`config.mk`:
```
export PLATFORM = sky130hd
export DESIGN_NAME = serial_adder
export DESIGN_NICKNAME = d
export VERILOG_FILES = /design/src/rtl/serial_adder.sv
export SDC_FILE = /design/constraint.sdc
export NUM_CORES = 1
export LEC_CHECK = 0
export BUFFER_PORTS_ARGS = -buffer_cell sky130_fd_sc_hd__buf_2
export CAP_MARGIN = 20
export CORE_AREA = 4 4 78 80
export DETAILED_ROUTE_END_ITERATION = 16
export DIE_AREA = 0 0 82 84
export GPL_ROUTABILITY_DRIVEN = 0
export HOLD_SLACK_MARGIN = 0.12
export PLACE_DENSITY = 0.45
export SLEW_MARGIN = 5
export SYNTH_ARGS = -nofsm -noshare
export SYNTH_HDL_FRONTEND = slang
export SYNTH_SLANG_ARGS = --single-unit
export TNS_END_PERCENT = 5
```
`constraint.sdc`:
```
create_clock -name clk -period 4.2 [get_ports clk]
set_input_delay 0.21 -clock clk [delete_from_list [all_inputs] [get_ports clk]]
set_output_delay 0.21 -clock clk [all_outputs]
set_load 0.05 [all_outputs]
```
`src/rtl/serial_adder.sv`:
```
// Bit-serial adder/subtractor: one full-adder cell, registered carry, LSB first.
// A start/busy/done handshake wraps each WIDTH-cycle operation.
module serial_adder #(
    parameter int unsigned WIDTH = 8
) (
    input  logic             clk,
    input  logic             rst_n,
    input  logic             start,
    input  logic [WIDTH-1:0] a,
    input  logic [WIDTH-1:0] b,
    input  logic             cin,
    input  logic             sub,
    output logic [WIDTH-1:0] sum,
    output logic             carry,
    output logic             overflow,
    output logic             busy,
    output logic             done
);

    localparam int unsigned CW = $clog2(WIDTH + 1);

    localparam logic [1:0] S_IDLE = 2'd0;
    localparam logic [1:0] S_RUN  = 2'd1;
    localparam logic [1:0] S_DONE = 2'd2;

    logic [1:0]       state;
    logic [1:0]       state_next;
    logic [WIDTH-1:0] a_sr;
    logic [WIDTH-1:0] b_sr;
    logic             c_q;
    logic [CW-1:0]    cnt;

    logic             load;
    logic             step;
    logic             last_bit;
    logic             s_bit;
    logic             c_next;
    logic [WIDTH-1:0] sum_shift;

    // Full-adder cell on the current LSBs plus the partial-sum shift value
    always_comb begin
        s_bit     = a_sr[0] ^ b_sr[0] ^ c_q;
        c_next    = (a_sr[0] & b_sr[0]) | (a_sr[0] & c_q) | (b_sr[0] & c_q);
        last_bit  = (cnt == CW'(WIDTH - 1));
        sum_shift = sum >> 1;
        sum_shift[WIDTH-1] = s_bit;
    end

    // Next-state and datapath control
    always_comb begin
        state_next = state;
        load       = 1'b0;
        step       = 1'b0;
        case (state)
            S_IDLE: begin
                if (start) begin
                    load       = 1'b1;
                    state_next = S_RUN;
                end
            end
            S_RUN: begin
                step = 1'b1;
                if (last_bit) begin
                    state_next = S_DONE;
                end
            end
            S_DONE: begin
                if (start) begin
                    load       = 1'b1;
                    state_next = S_RUN;
                end else begin
                    state_next = S_IDLE;
                end
            end
            default: begin
                state_next = S_IDLE;
            end
        endcase
    end

    // State register
    always_ff @(posedge clk or negedge rst_n) begin
        if (!rst_n) begin
            state <= S_IDLE;
        end else begin
            state <= state_next;
        end
    end

    // Operand capture, bit-serial shifting and result registers
    always_ff @(posedge clk or negedge rst_n) begin
        if (!rst_n) begin
            a_sr     <= '0;
            b_sr     <= '0;
            c_q      <= 1'b0;
            cnt      <= '0;
            sum      <= '0;
            carry    <= 1'b0;
            overflow <= 1'b0;
        end else if (load) begin
            a_sr <= a;
            b_sr <= sub ? ~b : b;
            c_q  <= sub | cin;
            cnt  <= '0;
        end else if (step) begin
            a_sr <= a_sr >> 1;
            b_sr <= b_sr >> 1;
            c_q  <= c_next;
            cnt  <= cnt + CW'(1);
            sum  <= sum_shift;
            if (last_bit) begin
                carry    <= c_next;
                overflow <= c_q ^ c_next;
            end
        end
    end

    // Handshake outputs, registered from the next state
    always_ff @(posedge clk or negedge rst_n) begin
        if (!rst_n) begin
            busy <= 1'b0;
            done <= 1'b0;
        end else begin
            busy <= (state_next == S_RUN);
            done <= (state_next == S_DONE);
        end
    end

endmodule

```
### Yosys cells after proc, flatten, opt, wreduce, memory -nomap -nowiden

Cells that the tools add are included.

| cells by class | value |
|---|---|
| multiplexer cells | 16 |
| equal/unequal tests | 5 |
| reductions and logical operators | 5 |
| add/subtract/negate cells | 1 |
| bitwise operators | 11 |

Operators with widths:

| operator | count |
|---|---|
| 2-to-1 mux 8 bit | 5 |
| 2-to-1 mux 4 bit | 2 |
| NOT 8 bit | 1 |
| 2-to-1 mux 1 bit | 6 |
| one-hot mux 2 bit (3 select lines) | 1 |
| adder 4 x 1 -> 4 bit, second input constant | 1 |
| == test 2 x 1 -> 1 bit, second input constant | 2 |
| == test 2 bit, second input constant | 2 |
| == test 4 x 3 -> 1 bit, second input constant | 1 |
| 2-to-1 mux 2 bit | 2 |
| bitwise AND 1 bit | 3 |
| bitwise OR 1 bit | 3 |
| AND reduction 3 bit | 1 |
| bitwise XOR 1 bit | 3 |
| zero test 2 bit | 1 |
| AND reduction 2 bit | 1 |
| nonzero test 2 bit | 1 |
| OR reduction 2 bit | 1 |
| NOT 1 bit | 1 |

| storage, ports and cells | value |
|---|---|
| word-level logic and storage cells | 48 |
| register bits after elaboration | 35 |
| input port bits | 21 |
| output and inout bits | 12 |

### Longest topological paths before layout

| depth | value |
|---|---|
| word-level depth | 5 |
| depth in mapped cells | 5 |
| gate-level depth less buffers | 4 |

### Worst setup path before layout

OpenSTA, ideal clock, no wires.

| timing path | value |
|---|---|
| kind | reg2reg |
| start point | register a_sr[0] |
| end point | register overflow |
| path slack | 2.821 ns |
| stages on the path, launching flop included | 4 |
| period minus slack after synthesis | 1.379 ns |
| arrival | 1.254 ns |
| library setup time | 0.125 ns |
| cell sequence | dfrtp_1 -> fa_1 -> xor2_1 -> mux2_4 |

| between the ends | value |
|---|---|
| cells in the longest elaborated chain, start to end | 4 |

Ends and longest elaborated chain:

| item | RTL line | source |
|---|---|---|
| start: declaration | 28 | `logic [WIDTH-1:0] a_sr;` |
| start signal: assignment | 106 | `a_sr <= a_sr >> 1;` |
| bitwise AND 1 bit | 43 | `c_next = (a_sr[0] & b_sr[0]) \| (a_sr[0] & c_q) \| (b_sr[0] & c_q);` |
| bitwise OR 1 bit (*) (2 in series) | 43 |  |
| named net c_next | 37 | `logic c_next;` |
| bitwise XOR 1 bit (*) | 113 | `overflow <= c_q ^ c_next;` |
| end signal: assignment | 113 |  |
| end: declaration | 15 | `output logic overflow,` |

The timed path passes the listed nets; every way through them passes the cells marked *.
A chain may end at the register's enable or synchronous reset.

### Final worst setup path

| timing path | value |
|---|---|
| start point | register state[1] |
| end point | register overflow |

| between the ends | value |
|---|---|
| cells in the longest elaborated chain, start to end | 5 |

Ends and longest elaborated chain:

| item | RTL line | source |
|---|---|---|
| start: declaration | 26 | `logic [1:0] state;` |
| start signal: assignment | 86 | `state <= state_next;` |
| == test 2 bit or zero test 2 bit (tied branches) | 54 | `case (state)` |
| OR reduction 2 bit (no line) | - |  |
| 2-to-1 mux 1 bit | - |  |
| NOT 1 bit (no line) | - |  |
| AND reduction 3 bit (no line) (*) | - |  |

Every way passes the cells marked *; elsewhere a longest branch is shown, timed or not.

==> impl_results.md <==
* Status: finished clean
* Fillers at 576
* Sink Count at 35
* Switching Fraction at 0.434
* Root Buffer Master: clkbuf_8
* Via/cell ratio at 4.50
* Post-synth top area share at 0.555
* Final Cycle Share at 0.415
* Post-synth EDFFs at 0
* Die ar. at 6890 sq um
* Cell Int Power at 848 uW
* HP Class: in2reg
* Yosys reg bits at 35
* Io pins at 33
* Hold Fails Final Rpt at 0
* Sequential-to-total area share from yosys stat at 0.555
* Crit. Startpoint: state[1]
* Drt wl/cell at 12.5 um
* FFs w/ async S/R, synth at 1.00
* Detailed Route WL at 3160 um
* Psw at 651 uW
* Worst ir drop on vdd at 0.237 mV
* Port Buffers at 32
* Die X at 82 um
* Post-synth top cells: nand2_1 (39), dfrtp_1 (35), nor2_1 (17), a221o_1 (8), xnor2_1 (8)
* Synth Area in Simple Gates at 0.198
* R2r setup slk at 2.46 ns
* Total negative setup slack at 0 ns
* RSZ-0062 raised after global routing: no
* XOR/XNOR Fraction of Synth Area at 0.0555
* Largest cells by area after synthesis: dfrtp_1 (56%), nand2_1 (9.3%), a221o_1 (5.1%)
* Mux share of post-synthesis cell area at 0.0254
* CP Max Fanout at 19
* Setup crit end kind: flip-flop
* CTS tree: built
* DP HPWL at 2250 um
* Cts bufs inserted at 5
* Synthesis warning total at 0
* Total gr overflow at 0
* Starting Density at 0.292
* Antenna fix cells at 0
* Core area at 5410 sq um
* DIE HEIGHT at 84 um
* Leakage power at 0.899 nW
* Multi-input combinational cell area at 629 sq um
* First-pass GRT wire length at 5460 um
* Initial DRC count at 60
* Minimum clock period at 1.74 ns
* Pwr/cell area at 800 nW/um^2
* Clk Latency, worst-skew pair at 0.28 ns
* Worst slew pin tran at 0.849 ns
* Largest net degree at the start of global routing at 36
* Cell count after synthesis at 149
* Share of power burned in the clock network at 0.152
* Longest Clk Path Bufs at 2
* Htree depth at 2
* DRC viols at 0
* Largest family of logic cells by synthesized area: simple AND/OR/NAND/NOR gates
* Max_slew headroom at 0.434
* Fraction of layout cells with a size suffix above 1 at 0.238
* Setup Skew at 0.00385 ns
* Initial DRT Pass Iterations at 4
* Vias in the first global route at 1190
* Area Growth Syn to Fin at 18.8%
* Combinational Power Share at 0.459
* Top-count cell post-synth: nand2_1
* Post-Synth Adder-Cell Area at 0.0206
* Post-layout util at 0.347
* WP data arrival at 1.91 ns
* Critical R2R Launch: state[1]
* Core Rows at 27
* Reg clk slew, reported paths at 0.07 ns
* FF/Latch Area at 876 sq um
* Post-route ant nets at 0
* Post-CTS Setup Bufs at 0
* Sequential share of power at 0.389
* CP Data Required Time at 4.37 ns
* Synth Area in Compound Gates at 0.0991
* Synth cell types at 29
* Syn avg cell area at 10.6 sq um
* Final setup vio count at 0
* Gr usage total at 0.104
* Mapped Area at 1580 sq um
* Synth area leader: dfrtp_1
* Critical path class: reg2reg
* Vias at 1139
* Number of max-cap violations at 0
* Synth Net Count at 172
* Hold_sp: a[0]
* Fmax at 574 MHz
* Initial antenna violation count at 0
* Max-slew violation count at 0
* Fin nets at 203
* Ys flop type: dfrtp_1
* CP startpoint kind: flip-flop
==> layout make-up <==
cell class / instances / share of cell area
multi-input cells: 104 / 0.336
repair buffers: 34 / 0.105
flip-flops and latches: 35 / 0.467
clock buffers: 7 / 0.0407
well taps: 72 / 0.0481
clock inverters: 1 / 0.00267
==> cell families (layout without fill, tap and decap cells) <==
family,count (synthesis),in the layout
multiplexers,3,3
AND/OR/NAND/NOR,69,69
XOR/XNOR,10,10
adder cells (fa/ha/maj),2,2
AO/OA/AOI/OAI,20,20
flip-flops,35,35
buffers and inverters,10,42
==> metrics by stage <==
stage | setup WS, ns | hold slack (ns) | instance area (sq um) | cells | power (mW)
2_1_floorplan | 2.82 | -0.0856 | 1580 | 149 | 1.13
3_3_place_gp | 2.39 | 0.328 | 1760 | 243 | 1.24
3_5_place_dp | 2.30 | 0.342 | 1760 | 243 | 1.26
4_1_cts | 2.29 | 0.150 | 1850 | 252 | 1.49
5_1_grt | 2.35 | 0.167 | 1870 | 253 | 1.62
6_report | 2.46 | 0.162 | 1870 | 253 | 1.50
==> state kept, by name (all words and copies together) (netlist names) <==
name and cells:
carry 1, b_sr 8, state 2, cnt 4, overflow 1, a_sr 8
c_q 1, done 1, sum 8, busy 1
==> critical path, stage by stage, from the launching register on <==
cell and delay, ns:
dfrtp_1 0.38, nand2b_1 0.50, nor3_4 0.42, mux2_4 0.33
==> per-layer routing <==
layer / up-vias / track usage / share of wire
li1: 560 / - / -
met1: 540 / 0.135 / 0.44
met2: 35 / 0.159 / 0.49
met3: 4 / 0.0356 / 0.063
met4: 0 / 0.0408 / 0.010
met5: - / 0 / 0
==> worst paths after layout <==
kind	end	depth (start not counted)
min in group asynchronous	sum[1]	2
hold reg to reg	sum[0]	2
hold / removal	a_sr[0]	3
setup / recovery	overflow	3
setup reg to reg	overflow	3
max in group asynchronous	a_sr[2]	2
==> power by group through the flow <==
| stage | clock (mW) | sequential [mW] | combinational (mW) |
|---|---|---|---|
| 2_1_floorplan | 0 | 0.736 | 0.392 |
| 3_3_place_gp | 0 | 0.585 | 0.651 |
| 3_5_place_dp | 0 | 0.589 | 0.667 |
| 4_1_cts | 0.240 | 0.585 | 0.669 |
| 5_1_grt | 0.252 | 0.606 | 0.766 |
| 6_report | 0.228 | 0.583 | 0.688 |
==> repair_timing <==
action                     CTS  global route
hold endpoints to repair    35             0
hold buffers                 1             0
setup endpoints to repair    0             0
gates resized for setup      0             0
==> layout by cell type (no fill, tap or decap) <==
cell,instances
nor2_1,17
ha_1,1
xnor2_1,8
a21oi_1,1
mux2i_1,1
fa_1,1
a22o_1,1
nor3_4,1
nor3_1,3
a22oi_1,1
buf_2,32
o22ai_1,2
clkbuf_1,2
dlygate4sd3_1,1
a31oi_1,4
nand4_1,1
buf_16,1
and2b_1,2
nand3b_1,1
xor2_1,2
o21ai_0,2
a221o_1,8
dfrtp_1,35
nor2_8,1
nand2_1,39
a211oi_1,1
mux2_4,2
clkbuf_8,5
nand2b_1,2
clkinv_2,1
nand3_1,2
No activity file was read; power rests on OpenSTA's default activity.
